==> config.mk <==
export PLATFORM = sky130hd
export DESIGN_NAME = multicycle_controller
export DESIGN_NICKNAME = d
export VERILOG_FILES = /design/src/rtl/multicycle_controller.sv
export SDC_FILE = /design/constraint.sdc
export NUM_CORES = 1
export LEC_CHECK = 0
export CELL_PAD_IN_SITES_DETAIL_PLACEMENT = 1
export CELL_PAD_IN_SITES_GLOBAL_PLACEMENT = 2
export CORE_ASPECT_RATIO = 1.4
export CORE_UTILIZATION = 19
export CTS_CLUSTER_DIAMETER = 120
export DETAILED_ROUTE_END_ITERATION = 16
export GPL_TIMING_DRIVEN = 0
export HOLD_SLACK_MARGIN = 0.12
export PLACE_DENSITY = 0.81
export SYNTH_ARGS = -nofsm -noshare
export SYNTH_HDL_FRONTEND = slang
export SYNTH_SLANG_ARGS = --single-unit
==> constraint.sdc <==
create_clock -name clk -period 1.27 [get_ports clk]
set_clock_uncertainty 0.1 [all_clocks]
set_input_delay 0.254 -clock clk [delete_from_list [all_inputs] [get_ports clk]]
set_output_delay 0.254 -clock clk [all_outputs]
set_load 0.02 [all_outputs]
==> src/rtl/multicycle_controller.sv <==
// Multicycle MIPS-style control unit: a Moore FSM that sequences fetch, decode
// and per-class execute steps, stretching memory states while mem_ready is low.
module multicycle_controller #(
  parameter int OPCODE_W    = 6,
  parameter int SUPPORT_BNE = 1,
  parameter int STATE_W     = 4
) (
  input  logic                clk,
  input  logic                rst_n,
  input  logic [OPCODE_W-1:0] opcode,
  input  logic                mem_ready,
  output logic                mem_req,
  output logic                iord,
  output logic                mem_write,
  output logic                ir_write,
  output logic                pc_write,
  output logic                reg_write,
  output logic                reg_dst,
  output logic                mem_to_reg,
  output logic                alu_src_a,
  output logic [1:0]          alu_src_b,
  output logic [1:0]          alu_op,
  output logic [1:0]          pc_src,
  output logic                branch,
  output logic                branch_ne,
  output logic                illegal_op,
  output logic [STATE_W-1:0]  state_o
);

  localparam logic [OPCODE_W-1:0] OP_RTYPE = OPCODE_W'(6'b000000);
  localparam logic [OPCODE_W-1:0] OP_J     = OPCODE_W'(6'b000010);
  localparam logic [OPCODE_W-1:0] OP_BEQ   = OPCODE_W'(6'b000100);
  localparam logic [OPCODE_W-1:0] OP_BNE   = OPCODE_W'(6'b000101);
  localparam logic [OPCODE_W-1:0] OP_ADDI  = OPCODE_W'(6'b001000);
  localparam logic [OPCODE_W-1:0] OP_LW    = OPCODE_W'(6'b100011);
  localparam logic [OPCODE_W-1:0] OP_SW    = OPCODE_W'(6'b101011);

  typedef enum logic [3:0] {
    S_FETCH  = 4'd0,
    S_DECODE = 4'd1,
    S_MEMADR = 4'd2,
    S_MEMRD  = 4'd3,
    S_MEMWB  = 4'd4,
    S_MEMWR  = 4'd5,
    S_EXEC   = 4'd6,
    S_ALUWB  = 4'd7,
    S_BRANCH = 4'd8,
    S_ADDIEX = 4'd9,
    S_ADDIWB = 4'd10,
    S_JUMP   = 4'd11
  } state_t;

  state_t state_q, state_d;

  logic is_beq, is_bne;
  assign is_beq = (opcode == OP_BEQ);
  assign is_bne = (SUPPORT_BNE != 0) && (opcode == OP_BNE);

  always_ff @(posedge clk or negedge rst_n) begin
    if (!rst_n) begin
      state_q <= S_FETCH;
    end else begin
      state_q <= state_d;
    end
  end

  // Outputs decode from the state register only, except the strobes that must
  // track the memory handshake in the same cycle and the decode-time illegal flag.
  always_comb begin
    state_d    = state_q;
    mem_req    = 1'b0;
    iord       = 1'b0;
    mem_write  = 1'b0;
    ir_write   = 1'b0;
    pc_write   = 1'b0;
    reg_write  = 1'b0;
    reg_dst    = 1'b0;
    mem_to_reg = 1'b0;
    alu_src_a  = 1'b0;
    alu_src_b  = 2'b00;
    alu_op     = 2'b00;
    pc_src     = 2'b00;
    branch     = 1'b0;
    branch_ne  = 1'b0;
    illegal_op = 1'b0;
    case (state_q)
      S_FETCH: begin
        mem_req   = 1'b1;
        alu_src_b = 2'b01;
        ir_write  = mem_ready;
        pc_write  = mem_ready;
        if (mem_ready) state_d = S_DECODE;
      end
      S_DECODE: begin
        alu_src_b = 2'b11;
        if (opcode == OP_LW || opcode == OP_SW) begin
          state_d = S_MEMADR;
        end else if (opcode == OP_RTYPE) begin
          state_d = S_EXEC;
        end else if (is_beq || is_bne) begin
          state_d = S_BRANCH;
        end else if (opcode == OP_ADDI) begin
          state_d = S_ADDIEX;
        end else if (opcode == OP_J) begin
          state_d = S_JUMP;
        end else begin
          illegal_op = 1'b1;
          state_d    = S_FETCH;
        end
      end
      S_MEMADR: begin
        alu_src_a = 1'b1;
        alu_src_b = 2'b10;
        state_d   = (opcode == OP_SW) ? S_MEMWR : S_MEMRD;
      end
      S_MEMRD: begin
        mem_req = 1'b1;
        iord    = 1'b1;
        if (mem_ready) state_d = S_MEMWB;
      end
      S_MEMWB: begin
        mem_to_reg = 1'b1;
        reg_write  = 1'b1;
        state_d    = S_FETCH;
      end
      S_MEMWR: begin
        mem_req   = 1'b1;
        iord      = 1'b1;
        mem_write = mem_ready;
        if (mem_ready) state_d = S_FETCH;
      end
      S_EXEC: begin
        alu_src_a = 1'b1;
        alu_op    = 2'b10;
        state_d   = S_ALUWB;
      end
      S_ALUWB: begin
        reg_dst   = 1'b1;
        reg_write = 1'b1;
        state_d   = S_FETCH;
      end
      S_BRANCH: begin
        alu_src_a = 1'b1;
        alu_op    = 2'b01;
        pc_src    = 2'b01;
        branch    = is_beq;
        branch_ne = is_bne && !is_beq;
        state_d   = S_FETCH;
      end
      S_ADDIEX: begin
        alu_src_a = 1'b1;
        alu_src_b = 2'b10;
        state_d   = S_ADDIWB;
      end
      S_ADDIWB: begin
        reg_write = 1'b1;
        state_d   = S_FETCH;
      end
      S_JUMP: begin
        pc_src   = 2'b10;
        pc_write = 1'b1;
        state_d  = S_FETCH;
      end
      default: state_d = S_FETCH;
    endcase
  end

  assign state_o = STATE_W'(state_q);

endmodule

==> metrics.cfg, run 1 <==
[pwr]
ir_worst_vdd_mv = 0.846
leakagePower_nw = 0.669
power_density_nw_per_um2 = 1630

[yosys]
yosysSeqAreaShare = 0.150
synth.cell_area_um2 = 669
synthXorXnorAreaFrac = 0.0374
yosys.area.top_type_share = 0.150
syn_avg_cell_area_um2 = 7.88
ys_ff_latch = 4
yosys.area.top_type = dfrtp_1
yosys_warnings = 0
ys_async_sr_fraction = 1.00
synthAdderAreaFrac = 0
synthTopCellsByCount = nor2_1 (11), nand2b_1 (5)
synth_cell_type_count = 43
synth_edf_count = 0
synth_mux_area_frac = 0
synth_compound_area_frac = 0.196
syn_inst = 85
syn_nets = 94
yosys.area_share.simple = 0.529
synth_top_family_by_area = simple AND/OR/NAND/NOR gates
synthTopCellsByArea = dfrtp_1 (15%), nor2_1 (6.2%), nand2b_1 (4.7%)
synth_flop_cell = dfrtp_1
post-synth-top-count-cell = nor2_1

[drt]
antenna_left = 0
drt_pass1_iterations = 4
first_iter_violations = 9
vias = 921
wire_per_inst_um = 18.4
viasPerCell = 4.82
routed_wl_mm = 3.51
drc = 0

[placed_design]
dpl_cell_area_um2 = 1130
numPortBuffers = 29
gp_congestion = 0.713
post-place-ws_ns = -1.26
hpwl_mm = 1.80
placed_cells = 154

[sta]
setup_viol = 26
finalCriticalPeriod_ns = 1.98
finalHoldViolations = 0
fin_ws_ns = -0.708
fmax_mhz = 506
tightest_slew_ns = 0.346
slew_violations = 0
rsz0062_at_grt = true
timing.final.crit_share = 1.56
hold_slack_ns = 0.155
slew_headroom = 0.770

[cells_and_area]
largest_reg_flops = 4
diodes = 0
fin_nets = 161
syn_to_final_growth_pct = 154
finalNonFillerCells = 191
final_util = 0.503
drive_above_1_share = 0.722
final_cell_area_um2 = 1700

[clocking]
cts-root-buf = clkbuf_8
cts_tree = built
clock_latency_ns = 0.22
cts_buffer_depth = 2
cts_sinks = 4
hold_buffers = 0
cts_buffers = 3
clk_pin_slew_ns = 0.04
cts-htree-levels = 1

[setup_path]
crit_buf_inv = 3
critPathRequiredTime_ns = 0.92
critPathKind = flop to output pin
rr_worst_depth = 7
r2r-end = state_o[1]
slowest_delay_ns = 0.41
r2r_setup_slack_ns = -0.43
crit_family = simple AND/OR/NAND/NOR gates
cp-startpoint = state_o[0]
crit_chain = buf_6 > buf_12 > nand2b_4 > or2_4 > a21oi_4 > buf_6
crit_end = alu_src_b[1]
r2r-start = state_o[0]
worstPathMaxFanout = 5
arrival_ns = 1.62
critPathSlowestCell = dfrtp_2
path_depth = 6
end_kind = output pin
cpMostUsedCell = buf_6
cp-start-kind = flop

[die]
start_util = 0.198
design.core.area_um2 = 3380
io_pins = 31
rows = 25
die_width_um = 52.2
dieArea_um2 = 3770
die_y_um = 72.2

[grt]
first_global_vias = 971
grt_max_degree = 11
grt_pass1_wl_mm = 5.05
grt_overflow = 0
antenna_found_initial = 0
track_usage = 0.178

[status]
status = complete, but fails checks
violations = setup timing

[worst_hold_path]
holdCritPathClass = primary input to async pin

[flow_run]
cap_violations = 0

[cells in the final DEF, fill, tap and decap left out, types with 2 or more instances in the layout]
cell type      Yosys  routed
a21oi_2            1       2
nor4b_4            1       2
dfrtp_2            0       4
dlygate4sd2_1      0       6
buf_12             0       6
buf_6              1      34
inv_1              2       2
nand2b_4           1       4
a22o_1             2       2
nor2_1            11       3
and2_1             2       2
clkbuf_8           0       3
buf_4              4      20
and3_4             0       2
or2_1              1       2
nand3_1            4       3
nor2_4             0       7
nor2b_4            0       2
nor3b_2            0       2
nor4_4             1       2
nor3_4             0       2
nand2_1            4       2
nor3b_1            4       2
buf_2              2       2
nand4_1            3       3
[cells by family after synthesis]
family	count (synthesis)
AOI/OAI and AO/OA	16
buffers and inverters	9
and+or+nand+nor	54
xor gates and xnor gates	2
DFF	4
[worst register-to-register path, cell delays in order, from the launching register on]
cell	delay (ns)
dfrtp_2	0.41
buf_6	0.14
buf_12	0.13
nand2b_4	0.15
or2_4	0.29
buf_6	0.13
buf_6	0.11
o221ai_4	0.16
[report_power, final]
| group | internal, mW | switching, mW |
|---|---|---|
| combinational | 1.22 | 1.06 |
| sequential | 0.162 | 0.0316 |
| clock | 0.215 | 0.0755 |
[stage by stage]
| step | TNS (ns) | power, mW |
|---|---|---|
| 2_1_floorplan | -4.84 | 1.08 |
| 3_3_place_gp | -16.35 | 1.52 |
| 3_5_place_dp | -16.98 | 1.54 |
| 4_1_cts | -9.58 | 2.32 |
| 5_1_grt | -12.41 | 2.89 |
| 6_report | -11.49 | 2.76 |
[worst min-delay path by stage]
stage / from / to / slack, ns / cells after the start
3_3_place_gp: rst_n / state_o[2] / 0.36 / 1
6_report: rst_n / state_o[1] / 0.15 / 1
4_1_cts: rst_n / state_o[0] / 0.14 / 1
2_1_floorplan: rst_n / state_o[0] / -0.14 / 0
5_1_grt: rst_n / state_o[1] / 0.16 / 1
3_5_place_dp: rst_n / state_o[2] / 0.37 / 1
[layer usage]
layer / global-route usage / part of all wire
met3: 0.0168 / 0.028
met1: 0.205 / 0.37
met5: 0 / 0
met4: 0.0351 / 0.016
met2: 0.343 / 0.58
[area by class of cell]
cell class / count / area [µm²]
timing repair buffer: 62 / 627
inverter: 2 / 7.51
tap: 40 / 50.0
fill: 367 / 1680
buffer: 7 / 98.8
sequential: 4 / 105
multi-input combinational: 72 / 767
clock buffer: 4 / 45.0
[timing repair]
action | CTS | global route
setup endpoints to repair | 26 | 25
buffers inserted | 26 | 11
pin swaps | 9 | 10
resized for setup | 158 | 29
(Power assumes the default switching activity.)
==> run 2: changes to the inputs <==
==> config.mk (replaced) <==
export PLATFORM = sky130hd
export DESIGN_NAME = multicycle_controller
export DESIGN_NICKNAME = d
export VERILOG_FILES = /design/src/rtl/multicycle_controller.sv
export SDC_FILE = /design/constraint.sdc
export NUM_CORES = 1
export LEC_CHECK = 0
export CELL_PAD_IN_SITES_DETAIL_PLACEMENT = 0
export CELL_PAD_IN_SITES_GLOBAL_PLACEMENT = 1
export CORE_ASPECT_RATIO = 1.4
export CORE_UTILIZATION = 25
export CTS_CLUSTER_DIAMETER = 120
export DETAILED_ROUTE_END_ITERATION = 16
export GPL_TIMING_DRIVEN = 0
export HOLD_SLACK_MARGIN = 0.12
export PLACE_DENSITY = 0.82
export SYNTH_ARGS = -nofsm -noshare
export SYNTH_HDL_FRONTEND = slang
export SYNTH_SLANG_ARGS = --single-unit
==> run 2 against run 1 <==
Effect of this change: the run still ends with setup timing left; critical path depth stayed put; clock power is 40% lower; non-clock buffer count is 3 higher; sequential cell count stayed put; wire length is 16% lower; register-to-register slack better by 0.02 ns; clock-buffer cell count stayed put; global-route usage is 3.0 points higher; critical path type unchanged; critical endpoint is now branch_ne; largest cell class is now buffers; largest power group unchanged.
==> metrics.cfg, run 2 (same netlist as run 1, synthesis figures left out) <==
[clocking]
cts_buffer_depth = 2  ; unchanged
cts_tree = built
clk_pin_slew_ns = 0.05  ; about the same
cts_sinks = 4  ; unchanged
cts-root-buf = clkbuf_4
cts-htree-levels = 1  ; unchanged
cts_buffers = 3  ; unchanged
clock_latency_ns = 0.24  ; +0.02 ns

[cells_and_area]
final_common_cell = buf_6
syn_to_final_growth_pct = 161
drive_above_1_share = 0.740  ; +0.0184
final_cell_area_um2 = 1740  ; +2.6%
layout_common_cells = buf_6 (35), buf_4 (16), buf_12 (8)
largest_reg_flops = 4  ; unchanged
nFillCells = 196  ; -47%
diodes = 0  ; unchanged
fin_nets = 164  ; +1.9%

[worst_hold_path]
hold_depth = 4
min_to = state_o[0]
hold_start = mem_ready
holdCritPathClass = primary input to flop

[sta]
fin_ws_ns = -0.692  ; +0.0162 ns
fmax_mhz = 510  ; +0.83%
finalHoldViolations = 0  ; unchanged
timing.final.crit_share = 1.54  ; -0.0128
rsz0062_at_grt = true
slew_violations = 0  ; unchanged
tightest_slew_ns = 0.358  ; +0.0126 ns
slew_headroom = 0.759  ; -0.0102
finalCriticalPeriod_ns = 1.96  ; -0.0162 ns
setup_viol = 24  ; -7.7%

[drt]
routed_wl_mm = 2.96  ; -16%
wire_per_inst_um = 15.7  ; -15%
vias = 944  ; +2.5%
drt_pass1_iterations = 4  ; unchanged
drc = 0  ; unchanged
antenna_left = 0  ; unchanged
viasPerCell = 5.02  ; +4.1%
wl_met1_mm = 1.10  ; -16%
dr_wl_met3_um = 105  ; +7.1%
topRoutingLayerUsed = met4
dr_wl_met2_mm = 1.67  ; -18%
first_iter_violations = 2  ; -7

[grt]
first_global_vias = 969  ; -0.21%
antenna_found_initial = 0  ; unchanged
grt_overflow = 0  ; unchanged
grt_pass1_wl_mm = 4.53  ; -10%
grt_max_degree = 11  ; unchanged
track_usage = 0.208  ; +0.0303

[placed_design]
numPortBuffers = 29  ; unchanged
hpwl_mm = 1.50  ; -17%
gp_congestion = 0.954  ; +34%
post-place-ws_ns = -1.24  ; +0.0199 ns
dpl_cell_area_um2 = 1130  ; -0.66%

[pwr]
leakagePower_nw = 0.695  ; +3.9%
ir_worst_vdd_mv = 0.747  ; -12%
power_density_nw_per_um2 = 1590  ; -2.0%

[setup_path]
arrival_ns = 1.61  ; about the same
r2r-start = state_o[0]
r2r_setup_slack_ns = -0.41  ; +0.02 ns
critPathRequiredTime_ns = 0.92  ; about the same
worstPathMaxFanout = 4  ; -1
cp-start-kind = flop
critPathKind = flop to output pin
rr_worst_depth = 7  ; unchanged
r2r-end = state_o[0]
end_kind = output pin

[die]
rows = 21  ; -16%
start_util = 0.271  ; +0.0729
io_pins = 31  ; unchanged
die_y_um = 63.2  ; -12%
design.core.area_um2 = 2470  ; -27%
dieArea_um2 = 2890  ; -23%
die_width_um = 45.7  ; -12%

[status]
status = complete, but fails checks
violations = setup timing

[flow_run]
cap_violations = 0  ; unchanged

-- run 2: cell types whose count changed in the layout (fill, tap and decap cells not counted), moves of 2 or more --
| cell | delta |
|---|---|
| buf_4 | -4 |
| clkbuf_4 | +3 |
| clkbuf_8 | -3 |
| buf_12 | +2 |
| buf_8 | +2 |
| nand3_1 | -2 |
| nand3_2 | +2 |
-- run 2: layout make-up --
cell class | instances | area, µm² | share of cell area
Multi-Input combinational cell | 72 | 768 | 0.440
Timing Repair Buffer | 65 | 697 | 0.400
Sequential cell | 4 | 105 | 0.0603
Buffer | 7 | 95.1 | 0.0545
Tap cell | 34 | 42.5 | 0.0244
Clock buffer | 4 | 26.3 | 0.0151
Inverter | 2 | 10.0 | 0.00574
-- run 2: per-stage QoR --
stage | hold slack (ns) | util | std cells | setup TNS (ns) | total power [mW]
2_1_floorplan | -0.142 | - | 85 | -4.84 | 1.08
3_3_place_gp | 0.357 | 0.456 | 148 | -16.09 | 1.51
3_5_place_dp | 0.363 | 0.456 | 148 | -16.29 | 1.52
4_1_cts | 0.369 | 0.633 | 178 | -9.47 | 2.34
5_1_grt | 0.431 | 0.706 | 188 | -12.14 | 2.91
6_report | 0.415 | 0.706 | 188 | -10.95 | 2.78
-- run 2: routing by layer --
layer	vias to the layer above	global-route usage
met5	-	0
met1	454	0.237
met2	32	0.355
met3	8	0.0401
li1	450	-
met4	0	0.0956
-- run 2: power by group --
part           total, mW  internal, mW  switching [mW]  leakage [nW]
clock              0.174         0.118          0.0559        0.0150
sequential         0.192         0.162          0.0304        0.0478
combinational       2.41          1.34            1.07         0.632
total               2.78          1.62            1.15         0.695
-- run 2: timing repair --
item,CTS,global route
pin swaps,15,17
hold buffers,1,0
endpoints found under the hold margin,4,0
setup buffers,25,12
gates resized for setup,170,26
setup endpoints to repair,26,26
-- run 2: critical path, stage by stage (launching register included) --
cell	delay [ns]
dfrtp_2	0.41
buf_6	0.13
nor4b_4	0.28
nand4_1	0.16
buf_4	0.17
nor2_4	0.09
buf_6	0.12
-- run 2: how the worst max path moves through the flow --
stage	from	end	slack (ns)	depth (start not counted)
after floorplan	state_o[1]	branch	-0.59	4
after global placement	opcode[0]	illegal_op	-1.24	5
after detailed placement	opcode[0]	illegal_op	-1.24	5
after CTS	state_o[1]	branch_ne	-0.67	6
after global routing	state_o[0]	branch_ne	-0.77	6
final	state_o[0]	branch_ne	-0.69	6
